<file path="src/rtl/dac_spi_frame_decoder.sv">
// Oversampling receive-side decoder for AD5662-style 24-bit SPI frames.
// Tracks a shadow copy of the DAC register and keeps saturating frame statistics.
module dac_spi_frame_decoder #(
    parameter int          SYNC_STAGES = 2,
    parameter logic [15:0] RESET_VALUE = 16'h8000,
    parameter int          CNT_WIDTH   = 16
) (
    input  logic                 dataclk,
    input  logic                 reset,
    input  logic                 DAC_SYNC,
    input  logic                 DAC_SCLK,
    input  logic                 DAC_DIN,
    input  logic                 enable,
    input  logic                 clear_counters,
    output logic                 word_valid,
    output logic [5:0]           word_dc,
    output logic [1:0]           word_pd,
    output logic [15:0]          word_data,
    output logic [15:0]          DAC_value,
    output logic [1:0]           pd_mode,
    output logic                 busy,
    output logic [CNT_WIDTH-1:0] frame_count,
    output logic [CNT_WIDTH-1:0] abort_count,
    output logic [CNT_WIDTH-1:0] overlength_count
);

    typedef enum logic [1:0] {IDLE, SHIFT, DONE_WAIT} state_e;

    // Top bit of the SYNC/SCLK chains is the extra delay flop used for edge detection.
    logic [SYNC_STAGES:0]   sync_q;
    logic [SYNC_STAGES:0]   sclk_q;
    logic [SYNC_STAGES-1:0] din_q;

    always_ff @(posedge dataclk) begin
        if (!reset) begin
            sync_q <= '1;
            sclk_q <= '0;
            din_q  <= '0;
        end else begin
            sync_q <= {sync_q[SYNC_STAGES-1:0], DAC_SYNC};
            sclk_q <= {sclk_q[SYNC_STAGES-1:0], DAC_SCLK};
            din_q  <= {din_q[SYNC_STAGES-2:0], DAC_DIN};
        end
    end

    logic sync_dly, sync_fall, sync_rise, sclk_sample, din_s;
    assign sync_dly    = sync_q[SYNC_STAGES];
    assign sync_fall   = sync_dly & ~sync_q[SYNC_STAGES-1];
    assign sync_rise   = ~sync_dly & sync_q[SYNC_STAGES-1];
    assign sclk_sample = sclk_q[SYNC_STAGES] & ~sclk_q[SYNC_STAGES-1] & ~sync_dly;
    assign din_s       = din_q[SYNC_STAGES-1];

    state_e      state_q, state_d;
    logic [4:0]  bit_cnt_q;
    logic [22:0] shreg_q;       // only 23 bits need storing; the 24th arrives with the accept
    logic        ovl_seen_q;
    logic [23:0] shreg_next;
    logic        last_bit;

    assign shreg_next = {shreg_q, din_s};
    assign last_bit   = (bit_cnt_q == 5'd23);

    always_ff @(posedge dataclk) begin
        if (!reset) begin
            state_q <= IDLE;
        end else begin
            state_q <= state_d;
        end
    end

    always_comb begin
        state_d = state_q;
        case (state_q)
            IDLE: begin
                if (sync_fall && enable) state_d = SHIFT;
            end
            SHIFT: begin
                if (!enable) begin
                    state_d = IDLE;
                end else if (sclk_sample && last_bit) begin
                    state_d = sync_rise ? IDLE : DONE_WAIT;
                end else if (sync_rise) begin
                    state_d = IDLE;
                end
            end
            DONE_WAIT: begin
                if (!enable || sync_rise) state_d = IDLE;
            end
            default: state_d = IDLE;
        endcase
    end

    logic start_frame, shift_en, accept, abort, ovl_inc;

    always_comb begin
        start_frame = 1'b0;
        shift_en    = 1'b0;
        accept      = 1'b0;
        abort       = 1'b0;
        ovl_inc     = 1'b0;
        case (state_q)
            IDLE:      start_frame = sync_fall && enable;
            SHIFT: begin
                if (enable) begin
                    shift_en = sclk_sample;
                    accept   = sclk_sample && last_bit;
                    abort    = sync_rise && !(sclk_sample && last_bit);
                end
            end
            DONE_WAIT: ovl_inc = enable && sclk_sample && !ovl_seen_q;
            default: ;
        endcase
    end

    logic        word_valid_q, busy_q;
    logic [5:0]  word_dc_q;
    logic [1:0]  word_pd_q, pd_mode_q;
    logic [15:0] word_data_q, dac_value_q;

    always_ff @(posedge dataclk) begin
        if (!reset) begin
            bit_cnt_q    <= '0;
            shreg_q      <= '0;
            ovl_seen_q   <= 1'b0;
            word_valid_q <= 1'b0;
            busy_q       <= 1'b0;
            word_dc_q    <= '0;
            word_pd_q    <= '0;
            word_data_q  <= '0;
            pd_mode_q    <= '0;
            dac_value_q  <= RESET_VALUE;
        end else begin
            word_valid_q <= accept;
            busy_q       <= (state_d != IDLE);
            if (start_frame) begin
                bit_cnt_q  <= '0;
                shreg_q    <= '0;
                ovl_seen_q <= 1'b0;
            end else if (shift_en) begin
                bit_cnt_q <= bit_cnt_q + 5'd1;
                shreg_q   <= shreg_next[22:0];
            end
            if (ovl_inc) ovl_seen_q <= 1'b1;
            if (accept) begin
                word_dc_q   <= shreg_next[23:18];
                word_pd_q   <= shreg_next[17:16];
                word_data_q <= shreg_next[15:0];
                pd_mode_q   <= shreg_next[17:16];
                dac_value_q <= shreg_next[15:0];
            end
        end
    end

    logic [2:0]           cnt_inc;
    logic [CNT_WIDTH-1:0] cnt_val [3];
    assign cnt_inc = {ovl_inc, abort, accept};

    genvar gi;
    generate
        for (gi = 0; gi < 3; gi++) begin : g_cnt
            logic [CNT_WIDTH-1:0] cnt_q;
            // Clear wins over a same-cycle increment; counters stick at all-ones.
            always_ff @(posedge dataclk) begin
                if (!reset || clear_counters) begin
                    cnt_q <= '0;
                end else if (cnt_inc[gi] && !(&cnt_q)) begin
                    cnt_q <= cnt_q + 1'b1;
                end
            end
            assign cnt_val[gi] = cnt_q;
        end
    endgenerate

    assign word_valid       = word_valid_q;
    assign word_dc          = word_dc_q;
    assign word_pd          = word_pd_q;
    assign word_data        = word_data_q;
    assign DAC_value        = dac_value_q;
    assign pd_mode          = pd_mode_q;
    assign busy             = busy_q;
    assign frame_count      = cnt_val[0];
    assign abort_count      = cnt_val[1];
    assign overlength_count = cnt_val[2];

endmodule
</file>
<file path="config.mk">
export PLATFORM = sky130hd
export DESIGN_NAME = dac_spi_frame_decoder
export DESIGN_NICKNAME = d
export VERILOG_FILES = /design/src/rtl/dac_spi_frame_decoder.sv
export SDC_FILE = /design/constraint.sdc
export NUM_CORES = 1
export LEC_CHECK = 0
export BUFFER_PORTS_ARGS = -buffer_cell sky130_fd_sc_hd__buf_2
export CORE_ASPECT_RATIO = 0.8
export CORE_MARGIN = 4
export CORE_UTILIZATION = 40
export CTS_BUF_LIST = sky130_fd_sc_hd__clkbuf_4
export DETAILED_ROUTE_END_ITERATION = 7
export PLACE_DENSITY = 0.66
export SLEW_MARGIN = 10
export SYNTH_ARGS = -nofsm -noshare
export SYNTH_HDL_FRONTEND = slang
export SYNTH_SLANG_ARGS = --single-unit
</file>
<file path="constraint.sdc">
create_clock -name dataclk -period 2.45 [get_ports dataclk]
set_input_delay 0.245 -clock dataclk [delete_from_list [all_inputs] [get_ports dataclk]]
set_output_delay 0.245 -clock dataclk [all_outputs]
set_load 0.05 [all_outputs]
</file>
==> results of run 1 <==
## kinds of logic after synthesis
kind of cell    count (synthesis)
buf+inv                        47
fa+ha+maj                       4
compound gates                 93
flops                         114
xor+xnor                       31
mux                             4
simple gates                  266
## what timing repair did
| action | CTS | global route |
|---|---|---|
| hold buffers | 3 | 0 |
| gates resized for setup | 0 | 0 |
| endpoints found under the hold margin | 3 | 0 |
## per-stage QoR
| step | utilization (%) | instances | power (mW) | setup slack (ns) | area, sq um |
|---|---|---|---|---|---|
| 3_5_place_dp | 46.1 | 775 | 1.97 | 0.413 | 5390 |
| 5_1_grt | 48.6 | 810 | 3.36 | 0.245 | 5680 |
| 3_3_place_gp | 46.1 | 775 | 1.97 | 0.463 | 5390 |
| 4_1_cts | 48.6 | 810 | 3.25 | 0.423 | 5680 |
| 6_report | 48.6 | 810 | 3.20 | 0.373 | 5680 |
| 2_1_floorplan | - | 559 | 1.95 | 0.303 | 4870 |
## cell usage in the layout (no fill, tap or decap), types with 3 or more instances in the layout
| cell | synthesis | layout |
|---|---|---|
| a31oi_1 | 4 | 4 |
| clkbuf_4 | 0 | 17 |
| buf_2 | 4 | 98 |
| inv_1 | 6 | 6 |
| o211ai_1 | 3 | 3 |
| nand3_1 | 15 | 15 |
| or3_1 | 7 | 7 |
| nor2_1 | 44 | 44 |
| o21ai_0 | 9 | 9 |
| a21oi_1 | 32 | 32 |
| nor3b_1 | 7 | 7 |
| dfxtp_1 | 114 | 114 |
| clkinvlp_4 | 0 | 7 |
| nor4_1 | 10 | 10 |
| xor2_1 | 8 | 8 |
| dlygate4sd3_1 | 0 | 3 |
| buf_4 | 18 | 11 |
| and4_1 | 3 | 3 |
| nor3_1 | 11 | 11 |
| ha_1 | 4 | 4 |
| a21boi_0 | 25 | 25 |
| o21a_1 | 5 | 5 |
| nand4_1 | 11 | 11 |
| nand2b_1 | 4 | 4 |
| o31a_1 | 3 | 3 |
| nand2_1 | 121 | 121 |
| inv_6 | 0 | 3 |
| xnor2_1 | 23 | 23 |
| and2_1 | 6 | 6 |
| nor4b_1 | 4 | 4 |
| mux2i_1 | 4 | 4 |
## area by class of cell
type | count | area [sq um]
clock buffers | 17 | 128
clock inverters | 15 | 135
fillers | 1131 | 6010
inverters | 6 | 22.5
multi-input cells | 398 | 2320
flip-flops and latches | 114 | 2280
well taps | 148 | 185
repair buffers | 112 | 603
## power by group through the flow
| stage | logic [mW] | registers [mW] | clock network, mW |
|---|---|---|---|
| floorplan | 0.0434 | 1.90 | 0 |
| global placement | 0.0611 | 1.91 | 0 |
| finish | 0.0653 | 1.86 | 1.28 |
| CTS | 0.0660 | 1.86 | 1.32 |
| detailed placement | 0.0620 | 1.91 | 0 |
| global route | 0.0732 | 1.87 | 1.42 |
## worst reg2reg max path: cells and delay by family (launching register included)
kind	cells	cell delay, ns
and+or+nand+nor	4	1.37
DFF	1	0.45
xor gates and xnor gates	1	0.17
## cell usage after synthesis, types with 2 or more instances
cell | number | area, sq um
and4_1 | 3 | 26.3
buf_4 | 18 | 135
nor3_1 | 11 | 55.1
ha_1 | 4 | 50.1
nor2_1 | 44 | 165
nand3_1 | 15 | 75.1
nor4_1 | 10 | 62.6
o31a_1 | 3 | 26.3
nand4_1 | 11 | 68.8
and4b_1 | 2 | 20.0
buf_2 | 4 | 20.0
nand2b_1 | 4 | 25.0
a21boi_0 | 25 | 188
nor2b_1 | 2 | 12.5
clkbuf_1 | 15 | 56.3
o21a_1 | 5 | 37.5
a21oi_1 | 32 | 160
inv_1 | 6 | 22.5
nand2_1 | 121 | 454
dfxtp_1 | 114 | 2280
nor3_2 | 2 | 20.0
o21ai_0 | 9 | 45.0
or3_1 | 7 | 43.8
and4bb_2 | 2 | 25.0
xor2_1 | 8 | 70.1
and2_1 | 6 | 37.5
or2_2 | 2 | 12.5
a211oi_1 | 2 | 15.0
and3_1 | 2 | 12.5
and3b_2 | 2 | 20.0
o211ai_1 | 3 | 22.5
o2111ai_1 | 2 | 17.5
mux2i_1 | 4 | 40.0
nor3b_1 | 7 | 52.6
nand4b_1 | 2 | 17.5
xnor2_1 | 23 | 201
a31oi_1 | 4 | 25.0
nor4b_1 | 4 | 35.0
## state kept, by name, summed over array words and instances, names as in the netlist
signal and count:
shreg_q 23, abort_count 16, frame_count 16, overlength_count 16, word_data 16, word_dc 6
bit_cnt_q 5, sclk_q 3, sync_q 3, din_q 2, pd_mode 2, state_q 2
DAC_value 1, busy 1, ovl_seen_q 1, word_valid 1
## worst min-delay path by stage
stage,to,startpoint,cells past startpoint
2_1_floorplan,sync_q[0],DAC_SYNC,1
3_3_place_gp,sync_q[1],sync_q[0],1
3_5_place_dp,sync_q[1],sync_q[0],1
4_1_cts,state_q[0],enable,3
5_1_grt,state_q[0],enable,3
6_report,state_q[0],enable,3
## layer usage
metal	track usage (%)	vias up
li1	-	2105
met1	22.2	1979
met2	26.0	112
met3	6.05	9
met4	3.97	0
met5	0	-
==> flow_summary.yaml, run 1 <==
status:
  run_status: "finished, final reports clean"
yosys:
  yosys_warnings: 0
  avgSynthCellArea_sq_um: 8.70
  synth-adder-area-share_pct: 1.03
  synth_nets: 570
  synth_compound_area_share_pct: 13.0
  ys_ff_latch: 114
  yosysSeqAreaShare_pct: 46.9
  synth_top_family_by_area: "simple AND/OR/NAND/NOR gates"
  synth_xor_area_share_pct: 5.58
  synthFlopType: "dfxtp_1"
  async_flop_share_pct: 0
  synth_cells: 559
  synth.distinct_cells: 57
  synth-edff-count: 0
  syn-cell-area_sq_mm: 0.00487
  synthMuxAreaShare_pct: 0.823
  synth-simple-area-share_pct: 27.2
power:
  pwr-share-clk_pct: 39.8
  vdd_drop_max_mv: 0.457
  p_leak_nw: 2.16
  comb_power_share_pct: 2.0
  intPower_mw: 2.39
  power_switching_mw: 0.815
  seqPwrFrac_pct: 58.1
  switching_share_pct: 25.4
  powerDensity_mw_per_mm2: 564
drt:
  dr.pass1.iters: 5
  viasPerCell: 5.19
  met3RoutedLength_um: 782
  wl_per_cell_um: 13.9
  route.met2.wl_mm: 5.16
  drt-met1-wl_mm: 5.26
  drtIter0Drc: 280
  ant_nets: 0
  drc: 0
  vias: 4205
  drt-total-wl_mm: 11.3
  highest_layer: "met4"
clock_network:
  cts_max_path_buffers: 2
  clkLatencyLatePin_ns: 0.51
  cts_tree: "yes"
  cts_setup_buffers: 0
  numCtsBuffers: 17
  cts_num_sinks: 114
  htreeDepth: 4
  cts-root-buf: "clkbuf_4"
  path_clk_slew_ns: 0.11
critical_path:
  timing.rr.start: "abort_count[3]"
  cp-endpoint: "abort_count[12]"
  startpoint_type: "register"
  path_buf_inv: 0
  critical_path.top_delay_family: "simple AND/OR/NAND/NOR gates"
  ff2ff_setup_slack_ns: 0.37
  critPathCaptureType: "register"
  cp-startpoint: "abort_count[3]"
  cp.required_ns: 2.86
  path_class: "register to register"
  worst_r2r_path_depth: 5
  cp_num_cells: 5
  crit_path_top_delay_cell: "nor4_1"
  critPathArrivalTime_ns: 2.48
  critPathMaxFanout: 6
  worstReg2RegEnd: "abort_count[12]"
  worstPathCellList: "nand4_1, nor4_1, and4bb_2, xnor2_1, nor2_1"
  slowest_delay_ns: 0.75
grt:
  grt_max_degree: 40
  grt_pass1_wl_mm: 19.3
  grt_pass1_vias: 4053
  overflow: 0
  antenna_found_initial: 0
  track_usage_pct: 16.7
worst_hold_path:
  hold_class: "input pin to register"
floorplan:
  die_h_um: 107
  io_pins: 99
  start_util_pct: 41.6
  die_w_um: 131
  coreArea_sq_mm: 0.0117
  num_rows: 35
  die-area_sq_mm: 0.0140
timing:
  slew_headroom_pct: 47.9
  rsz0062_at_grt: "no"
  report.final.slew_viol_count: 0
  period_needed_ns: 2.08
  finalSetupViolCount: 0
  finalSetupTns_ns: 0
  clock_skew_ns: 0.0196
  worst_slew_pin_slew_ns: 0.775
  hold_viol: 0
  hold_ws_ns: 0.167
  fmax_ghz: 0.481
  period_share_pct: 84.8
final_layout:
  area_growth_pct: 16.7
  drive_gt1_share_pct: 23.9
  diodes: 0
  nNetsFinal: 660
run:
  cap_violations: 0
placed_design:
  io_buffers: 98
  gp_congestion: 0.807
  dp_hpwl_mm: 7.95
No activity file was read; power rests on OpenSTA's default activity.
==> run 2: changes to the inputs <==
==> constraint.sdc (replaced) <==
create_clock -name dataclk -period 2.1 [get_ports dataclk]
set_input_delay 0.21 -clock dataclk [delete_from_list [all_inputs] [get_ports dataclk]]
set_output_delay 0.21 -clock dataclk [all_outputs]
set_load 0.05 [all_outputs]
==> run 2 against run 1 <==
  * Power up 27%
  * Maximum frequency rose by 6.2%
  * Setup slack worse by 0.23 ns
  * Clock-buffer cell count rose by 1
  * Sequential share of layout area is 0.90 points lower
  * Non-clock buffer count is 7 higher
  * Clock power is 41% higher
  * Critical endpoint unchanged
  * Largest power group unchanged
  * Highest routed layer unchanged
==> flow_summary.yaml, run 2 (synthesis results as in run 1) <==
status:
  run_status: "finished, final reports clean"
worst_hold_path:
  hp-start: "reset"
  hold_class: "input pin to register"
  hold_depth: 2
  whs_endpoint: "DAC_value[15]"
critical_path:
  critical_path.top_delay_family: "simple AND/OR/NAND/NOR gates"
  worstPathCellList: "ha_2, nand4b_1, o211ai_1, and4bb_2, xnor2_1, nor2_1"
  cp.required_ns: 2.47
  slowest_delay_ns: 0.54
  critPathCaptureType: "register"
  path_buf_inv: 0
  critPathArrivalTime_ns: 2.33
  ff2ff_setup_slack_ns: 0.14
  worstReg2RegEnd: "abort_count[12]"
  cp_num_cells: 6
  startpoint_type: "register"
  crit_path_top_delay_cell: "o211ai_1"
  critPathMaxFanout: 6
  timing.rr.start: "bit_cnt_q[0]"
  worst_r2r_path_depth: 6
  path_class: "register to register"
grt:
  overflow: 0
  grt_pass1_vias: 3999
  grt_pass1_wl_mm: 18.9
  track_usage_pct: 16.2
  antenna_found_initial: 0
  grt_max_degree: 29
placed_design:
  io_buffers: 98
  dp_hpwl_mm: 7.95
  place_inst: 781
  gp_congestion: 0.852
  dpl-instance-area_sq_mm: 0.00544
clock_network:
  clkLatencyLatePin_ns: 0.50
  cts_max_path_buffers: 2
  path_clk_slew_ns: 0.12
  htreeDepth: 4
  cts_tree: "yes"
  numCtsBuffers: 17
  cts-root-buf: "clkbuf_4"
  cts_num_sinks: 114
drt:
  drtIter0Drc: 189
  vias: 4249
  drt-total-wl_mm: 11.3
  drc: 0
  wl_per_cell_um: 13.9
  dr.pass1.iters: 4
  viasPerCell: 5.21
  ant_nets: 0
final_layout:
  final_cell_mix: "nand2_1, dfxtp_1, buf_2, nor2_1, a21oi_1"
  layout_commonest_cell: "nand2_1"
  largest_reg_flops: 23
  utilization_pct: 49.7
  layout.cells.non_filler: 816
  area_growth_pct: 19.4
  nNetsFinal: 667
  fillers: 1143
  fin_area_sq_mm: 0.00581
  diodes: 0
  largest-register: "shreg_q"
  drive_gt1_share_pct: 25.1
floorplan:
  start_util_pct: 41.6
  die_w_um: 131
  io_pins: 99
  die_h_um: 107
  coreArea_sq_mm: 0.0117
  num_rows: 35
  die-area_sq_mm: 0.0140
timing:
  finalSetupViolCount: 0
  slew_headroom_pct: 63.0
  period_share_pct: 93.2
  report.final.slew_viol_count: 0
  worst_slew_pin_slew_ns: 0.552
  fmax_ghz: 0.511
  period_needed_ns: 1.96
  rsz0062_at_grt: "no"
  hold_viol: 0
  clock_skew_ns: 0.0247
power:
  vdd_drop_max_mv: 0.385
  p_leak_nw: 2.24
  powerDensity_mw_per_mm2: 699
run:
  cap_violations: 0
==> run 2: worst max-delay path by stage <==
stage / start / endpoint
global route: bit_cnt_q[0] / abort_count[12]
CTS: bit_cnt_q[0] / abort_count[7]
finish: bit_cnt_q[0] / abort_count[12]
global placement: frame_count[7] / frame_count[1]
floorplan: overlength_count[6] / overlength_count[11]
detailed placement: frame_count[6] / frame_count[1]
==> run 2: metrics by stage <==
stage | power [mW] | hold slack [ns] | setup TNS, ns | setup slack (ns)
global route | 4.22 | 0.0267 | 0 | 0.0234
CTS | 4.11 | 0.00675 | 0 | 0.0833
global placement | 2.30 | 0.401 | 0 | 0.219
detailed placement | 2.30 | 0.399 | 0 | 0.120
floorplan | 2.27 | 0.311 | -0.0595 | -0.0465
finish | 4.06 | 0.0507 | 0 | 0.143
==> run 2: layout make-up <==
| type | count | area, sq um | area share, % |
|---|---|---|---|
| clock inverters | 13 | 186 | 3.21 |
| flip-flops and latches | 114 | 2280 | 39.3 |
| well taps | 148 | 185 | 3.19 |
| inverters | 6 | 22.5 | 0.388 |
| clock buffers | 18 | 135 | 2.33 |
| repair buffers | 119 | 656 | 11.3 |
| multi-input cells | 398 | 2340 | 40.3 |
==> run 2: routing by layer <==
metal	global-route usage, %	share of wire [%]
met1	21.3	50
met2	25.5	43
met3	5.30	6.2
met4	5.02	1.3
met5	0	0
==> run 2: timing repair <==
action,4_1_cts,5_1_grt
setup buffers,0,1
gates resized for setup,0,3
hold endpoints to repair,3,0
hold buffers,3,0
setup endpoints to repair,0,10
==> run 2: power by group <==
group	switching (mW)	internal [mW]
logic	0.0504	0.0286
registers	0.00502	2.17
clock network	0.856	0.955
total	0.912	3.15
==> run 2: worst reg2reg max path, stage by stage, from the launching register on <==
cell	delay (ns)
dfxtp_1	0.39
ha_2	0.22
nand4b_1	0.22
o211ai_1	0.54
and4bb_2	0.30
xnor2_1	0.12
nor2_1	0.05
==> run 3: changes to the inputs <==
--- a/config.mk
+++ b/config.mk
@@ -6,12 +6,16 @@
 export NUM_CORES = 1
 export LEC_CHECK = 0
 export BUFFER_PORTS_ARGS = -buffer_cell sky130_fd_sc_hd__buf_2
+export CELL_PAD_IN_SITES_DETAIL_PLACEMENT = 0
+export CELL_PAD_IN_SITES_GLOBAL_PLACEMENT = 1
 export CORE_ASPECT_RATIO = 0.8
 export CORE_MARGIN = 4
 export CORE_UTILIZATION = 40
 export CTS_BUF_LIST = sky130_fd_sc_hd__clkbuf_4
 export DETAILED_ROUTE_END_ITERATION = 7
-export PLACE_DENSITY = 0.66
+export PLACE_DENSITY = 0.83
+export SETUP_SLACK_MARGIN = 0.3
+export SKIP_CTS_REPAIR_TIMING = 1
 export SLEW_MARGIN = 10
 export SYNTH_ARGS = -nofsm -noshare
 export SYNTH_HDL_FRONTEND = slang
==> run 3 against run 2 <==
  * Register-to-register slack improved by 0.14 ns
  * Cell count grew 1.5%
  * Clock-buffer cell count did not move
  * Non-clock buffer count up 11
  * Power decreased by 5.5%
  * First-iteration DRC count is 10% lower
  * Clock skew is 0.0089 ns lower
  * Critical path depth is 1 higher
  * Clock power fell by 11%
  * Die area stayed put
==> flow_summary.yaml, run 3 (synthesis results as in run 1) <==
status:
  run_status: "finished, final reports clean"
final_layout:
  area_growth_pct: 26.0
  diodes: 0
  utilization_pct: 52.4
  fillers: 1095
  seq_area_sq_mm: 0.00238
  final_cell_mix: "nand2_1, buf_2, dfxtp_1, nor2_1, a21oi_1"
  layout_commonest_cell: "nand2_1"
  nNetsFinal: 679
  drive_gt1_share_pct: 35.1
  multi_input_area_sq_mm: 0.00253
  largest-register: "shreg_q"
  largest_reg_flops: 23
clock_network:
  cts_max_path_buffers: 2
  path_clk_slew_ns: 0.10
  htreeDepth: 4
  numCtsBuffers: 17
  cts_tree: "yes"
  clkLatencyLatePin_ns: 0.49
  cts_num_sinks: 114
  cts-root-buf: "clkbuf_4"
critical_path:
  crit_path_top_delay_cell: "dfxtp_2"
  ff2ff_setup_slack_ns: 0.29
  worstPathCellList: "ha_4, and4b_1, and3_4, o21ai_4, buf_4, o31a_1, o21a_1"
  critPathMaxFanout: 5
  critPathCaptureType: "register"
  critPathArrivalTime_ns: 2.21
  path_class: "register to register"
  cp.required_ns: 2.49
  startpoint_type: "register"
  slowest_delay_ns: 0.37
grt:
  grt_max_degree: 42
  overflow: 0
  grt_pass1_wl_mm: 19.0
  track_usage_pct: 16.4
  grt_pass1_vias: 3961
  antenna_found_initial: 0
power:
  intPower_mw: 2.99
  seqPwrFrac_pct: 56.1
  powerDensity_mw_per_mm2: 626
  pwr-share-clk_pct: 41.9
  p_leak_nw: 2.36
  vdd_drop_max_mv: 0.379
  comb_power_share_pct: 2.0
  power_switching_mw: 0.853
  switching_share_pct: 22.2
timing:
  period_share_pct: 86.3
  report.final.slew_viol_count: 0
  clock_skew_ns: 0.0158
  finalSetupViolCount: 0
  period_needed_ns: 1.81
  worst_slew_pin_slew_ns: 0.466
  slew_headroom_pct: 68.9
  finalSetupTns_ns: 0
  hold_viol: 0
  fmax_ghz: 0.552
  rsz0062_at_grt: "yes"
placed_design:
  gp_congestion: 0.801
  io_buffers: 98
  dp_hpwl_mm: 7.95
floorplan:
  die-area_sq_mm: 0.0140
  num_rows: 35
  coreArea_sq_mm: 0.0117
  io_pins: 99
  die_h_um: 107
  die_w_um: 131
  start_util_pct: 41.6
drt:
  drtIter0Drc: 170
  viasPerCell: 5.14
  ant_nets: 0
  vias: 4260
  wl_per_cell_um: 14.1
  dr.pass1.iters: 4
  drc: 0
  drt-total-wl_mm: 11.7
run:
  cap_violations: 0
worst_hold_path:
  hold_class: "input pin to register"
==> run 3: cell types whose count changed in the layout (fill, tap and decap cells not counted), moves of 4 or more <==
cell | previous run | this run
dfxtp_1 | 113 | 69
buf_4 | 18 | 28
dfxtp_4 | 0 | 15
dfxtp_2 | 1 | 30
nand3_1 | 15 | 11
==> run 3: power groups by stage <==
stage | Clock (mW) | Sequential (mW) | Combinational, mW
global placement | 0 | 2.21 | 0.0720
global route | 1.78 | 2.16 | 0.0855
finish | 1.61 | 2.15 | 0.0776
CTS | 1.67 | 2.16 | 0.0731
floorplan | 0 | 2.21 | 0.0506
detailed placement | 0 | 2.21 | 0.0732
==> run 3: layout make-up <==
| class | instances | area share (%) |
|---|---|---|
| well taps | 148 | 3.02 |
| repair buffers | 130 | 12.1 |
| clock inverters | 13 | 2.31 |
| multi-input cells | 399 | 41.3 |
| clock buffers | 18 | 2.20 |
| inverters | 6 | 0.367 |
| flip-flops and latches | 114 | 38.7 |
==> run 3: worst max-delay path, delay by kind of cell, from the launching register on <==
family                   cells  cell delay, ns
AO/OA/AOI/OAI                3            0.55
adder cells (fa/ha/maj)      1            0.15
buffers and inverters        1            0.16
flip-flops                   1            0.37
AND/OR/NAND/NOR              2            0.49
==> run 3: metal layers <==
metal  track usage (%)  wire [um]
met4              4.80        129
met3              5.86        592
met2              25.3       5350
met5                 0          0
met1              21.7       5590
==> run 3: final timing paths <==
check | from | to | cells after the start
setup / recovery | bit_cnt_q[0] | frame_count[9] | 7
hold / removal | reset | sync_q[2] | 2
setup reg to reg | bit_cnt_q[0] | frame_count[9] | 7
hold reg to reg | sync_q[0] | sync_q[1] | 1
==> run 3: stage by stage <==
stage | hold WS, ns | worst slack (ns) | instance area [sq um] | power [mW] | cells
floorplan | 0.311 | 0.300 | 4970 | 2.26 | 559
detailed placement | 0.396 | 0.158 | 5520 | 2.28 | 779
CTS | -0.130 | 0.148 | 5800 | 3.90 | 810
global placement | 0.392 | 0.232 | 5520 | 2.28 | 779
global route | 0.0242 | 0.201 | 6130 | 4.02 | 828
finish | 0.0823 | 0.287 | 6130 | 3.84 | 828
